==> src/rtl/link_arbiter.sv <==
// Round-robin arbiter that shares one 4-phase req/ack byte link among NUM_REQ requesters.
// Each grant covers one whole handshake and forwards exactly one byte to the slave.
`timescale 1ns/1ps
module link_arbiter #(
   parameter int NUM_REQ = 4,
   parameter int DATA_W  = 8,
   parameter int CNT_W   = 16
) (
   input  logic                      clk,
   input  logic                      rst_n,
   input  logic [NUM_REQ-1:0]        m_req,
   input  logic [NUM_REQ*DATA_W-1:0] m_data,
   output logic [NUM_REQ-1:0]        m_ack,
   output logic                      s_req,
   output logic [DATA_W-1:0]         s_data,
   input  logic                      s_ack,
   output logic [NUM_REQ-1:0]        grant,
   output logic                      busy,
   output logic [CNT_W-1:0]          xfer_count
);

   localparam int PTR_W = (NUM_REQ > 1) ? $clog2(NUM_REQ) : 1;

   localparam logic [1:0] IDLE  = 2'd0;
   localparam logic [1:0] FWD   = 2'd1;
   localparam logic [1:0] HOLD  = 2'd2;
   localparam logic [1:0] DRAIN = 2'd3;

   logic [1:0]       state;
   logic [PTR_W-1:0] ptr;
   logic [PTR_W-1:0] gidx;
   logic             sel_found;
   logic [PTR_W-1:0] sel_idx;

   // Index arithmetic modulo NUM_REQ; off is always below NUM_REQ so one subtract suffices.
   function automatic logic [PTR_W-1:0] wrap_add(input logic [PTR_W-1:0] base, input int off);
      int sum;
      sum = int'(base) + off;
      if (sum >= NUM_REQ) sum = sum - NUM_REQ;
      return PTR_W'(sum);
   endfunction

   function automatic logic [NUM_REQ-1:0] onehot(input logic [PTR_W-1:0] idx);
      logic [NUM_REQ-1:0] v;
      v = '0;
      v[idx] = 1'b1;
      return v;
   endfunction

   // First requesting index at or after ptr, searching upward with wrap.
   always_comb begin
      logic [PTR_W-1:0] cand;
      sel_found = 1'b0;
      sel_idx   = '0;
      cand      = '0;
      for (int k = 0; k < NUM_REQ; k++) begin
         cand = wrap_add(ptr, k);
         if (!sel_found && m_req[cand]) begin
            sel_found = 1'b1;
            sel_idx   = cand;
         end
      end
   end

   always_ff @(posedge clk or negedge rst_n) begin
      if (!rst_n) begin
         state      <= IDLE;
         ptr        <= '0;
         gidx       <= '0;
         m_ack      <= '0;
         s_req      <= 1'b0;
         s_data     <= '0;
         grant      <= '0;
         busy       <= 1'b0;
         xfer_count <= '0;
      end else begin
         case (state)
            IDLE: begin
               if (sel_found) begin
                  gidx   <= sel_idx;
                  grant  <= onehot(sel_idx);
                  s_data <= m_data[sel_idx*DATA_W +: DATA_W];
                  s_req  <= 1'b1;
                  busy   <= 1'b1;
                  state  <= FWD;
               end
            end
            // Committed once granted: a dropped m_req here does not cancel the transfer.
            FWD: begin
               if (s_ack) begin
                  m_ack[gidx] <= 1'b1;
                  state       <= HOLD;
               end
            end
            HOLD: begin
               if (!m_req[gidx]) begin
                  s_req <= 1'b0;
                  state <= DRAIN;
               end
            end
            DRAIN: begin
               if (!s_ack) begin
                  m_ack      <= '0;
                  grant      <= '0;
                  busy       <= 1'b0;
                  xfer_count <= xfer_count + 1'b1;
                  ptr        <= wrap_add(gidx, 1);
                  state      <= IDLE;
               end
            end
            default: state <= IDLE;
         endcase
      end
   end

endmodule
==> config.mk <==
export PLATFORM = sky130hd
export DESIGN_NAME = link_arbiter
export DESIGN_NICKNAME = d
export VERILOG_FILES = /design/src/rtl/link_arbiter.sv
export SDC_FILE = /design/constraint.sdc
export NUM_CORES = 1
export LEC_CHECK = 0
export ABC_AREA = 1
export CORE_MARGIN = 8
export CORE_UTILIZATION = 35
export CTS_CLUSTER_DIAMETER = 150
export DETAILED_ROUTE_END_ITERATION = 6
export HOLD_SLACK_MARGIN = 0.03
export PLACE_DENSITY_LB_ADDON = 0.3
export SYNTH_ARGS = -nofsm -noshare
export SYNTH_HDL_FRONTEND = slang
export SYNTH_SLANG_ARGS = --single-unit
==> constraint.sdc <==
create_clock -name clk -period 1.7 [get_ports clk]
set_input_delay 0.17 -clock clk [delete_from_list [all_inputs] [get_ports clk]]
set_output_delay 0.17 -clock clk [all_outputs]
set_load 0.005 [all_outputs]
==> qor.yml <==
clocking:
  clock_latency_ns: 0.29
  cts.path.max_buffers: 2
  cts_buffers: 5
  cts_tree: "yes"
  root_buffer: "clkbuf_8"
  clk_pin_slew_ns: 0.08
  htreeDepth: 2
  clock_sinks: 40
flow_run:
  maxCapViolCount: 0
synth:
  yosysTopAreaCell: "dfrtp_1"
  synth_seq_cells: 40
  yosys.area_share.simple: 0.348
  yosys_most_used_dff: "dfrtp_1"
  synthTopCellsByArea: "dfrtp_1 41%, nand2_1 21%, nand4_1 5.2%, ha_1 4.6%, inv_1 4.5%"
  yosys_warnings: 0
  synth_adder_area_share: 0.0464
  syn_inst: 322
  synthTopCellsByCount: "135 x nand2_1, 40 x dfrtp_1, 29 x inv_1"
  synth_edf_count: 0
  yosysMostFrequentCell: "nand2_1"
  synth_top_area_frac: 0.413
  synthXorXnorAreaFrac: 0.0542
  synth.distinct_cells: 26
  synth.yosys.seq_area_share: 0.413
  synth_area_sq_um: 2430
  synth-compound-area-share: 0.0572
  syn_nets: 370
  muxShareOfSynthArea: 0.00464
  synthArstFlopShare: 1.00
  synth_top_family_by_area: "simple AND/OR/NAND/NOR gates"
  syn_avg_cell_area_sq_um: 7.53
power_and_ir_drop:
  switchingPower_mw: 3.48
  power.clock.fraction: 0.107
  intPower_mw: 4.46
  finalPower_mw: 7.94
  seqPwrFrac: 0.196
  vdd_drop_max_v: 0.000880
  p_leak_nw: 2.03
  switching_share: 0.438
  cellPowerDensity_nw_per_um2: 1930
  pwr-share-comb: 0.697
sta:
  rsz0062_at_grt: "true"
  maxSlewHeadroom: 0.653
  final_hold_viol_count: 0
  fin_hold_ws_ns: 0.467
  clock_skew_ns: 0.00408
  worst_slack_ns: -0.197
  max_freq_ghz: 0.527
  finalSetupViolations: 16
  fin_crit_sh: 1.12
  period_minus_slack_ns: 1.90
  slew_violations: 0
  worst_pin_slew_ns: 0.521
setup_path:
  critPathKind: "flop to flop"
  end_kind: "flop"
  arrival_ns: 2.10
  worstPathRequired_ns: 1.90
  path_common_cell: "nand2_2"
  path_cells: "inv_4 > nand2_2 > nand2_4 > nand2_2 > nand2_2 > nor2_4 > buf_6 > nand3_1 > nand3_4 > clkbuf_16 > o31ai_2"
  cp_max_fo: 6
  cp_slowest_cell: "dfrtp_2"
  crit_path_start_kind: "flop"
  cp_slowest_stage_delay_ns: 0.49
drt:
  wl_microns: 7570
  drt_first_pass_iters: 4
  vias_per_cell: 4.92
  drc: 0
  ant_nets: 0
  drt_iter0_drc: 102
  routedWlPerCell_microns: 14.5
  vias: 2568
placed_design:
  io_buffers: 72
  post-place-ws_ns: -0.268
  place.gp.congestion: 0.878
  placedCellCount: 494
  dpl.hpwl_microns: 5000
floorplan:
  rows: 30
  start_util: 0.359
  die_y_microns: 99.3
  core_sq_um: 6760
  die_w_microns: 99.3
  dieArea_sq_um: 9850
  ioPinCount: 73
final_layout:
  n_antenna_cell: 0
  final_layout_size_suffix_gt1_frac: 0.283
  syn2layout_area_growth_pct: 69.4
  instances_no_fill: 522
  final_nets: 489
status:
  violations: "negative setup slack"
  status: "complete, but fails checks"
grt:
  grt_pass1_wl_microns: 12000
  antenna_found_initial: 0
  grt_pass1_vias: 2591
  grt_start_max_net_pins: 41
  grtUsageTotal: 0.149
  grt_overflow: 0
worst_hold_path:
  hp-class: "input port to asynchronous set/reset pin"
-- through the flow --
step                      TNS (ns)  cell area (sq um)   util
after CTS                    -1.80               3800  0.563
final                        -2.66               4110  0.608
after global placement       -3.12               3430  0.508
after floorplan                  0               2450      -
after detailed placement     -4.09               3430  0.508
after global routing         -4.99               4110  0.608
-- per-layer routing --
metal / wire [microns] / GRT usage
met1: 3090 / 0.173
met2: 3850 / 0.255
met3: 483 / 0.0468
met4: 140 / 0.0489
met5: 0 / 0
-- state kept, by name, summed over array words and instances (netlist names) --
name and cells:
busy 1, gidx 2, s_data 8, state 2, grant 4, s_req 1, ptr 2, xfer_count 16
m_ack 4
-- kinds of logic (layout without fill, tap and decap cells) --
family | after synthesis | count (layout)
adders and majority gates | 9 | 9
buffers and inverters | 42 | 162
muxes | 1 | 1
DFF | 40 | 40
xor gates and xnor gates | 15 | 15
AOI/OAI and AO/OA | 25 | 25
and+or+nand+nor | 190 | 190
-- power by group through the flow --
stage,clock network (mW),registers (mW),logic (mW)
after floorplan,0,1.53,2.39
after global placement,0,1.54,3.74
after detailed placement,0,1.54,3.81
after CTS,0.876,1.55,4.61
after global routing,0.913,1.60,6.08
final,0.853,1.56,5.53
-- timing repair --
| action | in CTS | in global routing |
|---|---|---|
| resized for setup | 36 | 54 |
| buffers inserted | 11 | 6 |
| hold endpoints to repair | 40 | 0 |
| gates cloned | 1 | 2 |
| hold buffers | 1 | 0 |
| pin swaps | 15 | 28 |
| setup endpoints to repair | 19 | 28 |
-- layout by cell type (no fill, tap or decap), types with 3 or more instances in the layout --
master	Yosys	layout
nand2_4	0	11
clkdlybuf4s50_1	0	71
nand3_4	1	5
nand3_1	12	4
nor2_4	1	7
inv_1	29	27
inv_2	4	4
nand4_1	20	20
nand3_2	2	6
ha_1	9	8
nand2_1	135	111
nor2_1	9	4
buf_6	3	7
dfrtp_1	40	39
nand2_2	6	18
o31ai_2	0	3
xnor2_1	7	7
buf_4	0	35
a21oi_1	9	7
xor2_1	8	8
o21ai_0	9	6
clkbuf_8	0	7
-- path summary, 6_finish.rpt --
| path | cells after the start | from | endpoint | slack [ns] |
|---|---|---|---|---|
| max | 11 | ptr[1] | grant[0] | -0.20 |
| min | 3 | rst_n | xfer_count[4] | 0.47 |
| max reg2reg | 11 | ptr[1] | grant[0] | -0.20 |
| min reg2reg | 1 | xfer_count[15] | xfer_count[15] | 0.47 |
| max in group asynchronous | 3 | rst_n | ptr[1] | 0.85 |
| min in group clk | 1 | xfer_count[15] | xfer_count[15] | 0.47 |
-- layout make-up --
cell class	count	area [sq um]
Clock buffer	7	96.3
Clock inverter	1	30.0
Fill cell	609	2650
Inverter	33	134
Multi-Input combinational cell	240	1550
Sequential cell	40	1000
Tap cell	80	100
Timing Repair Buffer	121	1200
-- worst max-delay path, delay by kind of cell, from the launching register on --
| family | cells | cell delay, ns |
|---|---|---|
| simple gates | 7 | 0.63 |
| flops | 1 | 0.49 |
| buf+inv | 3 | 0.46 |
| compound gates | 1 | 0.22 |
Note: power is estimated with default switching activity, not from simulation.
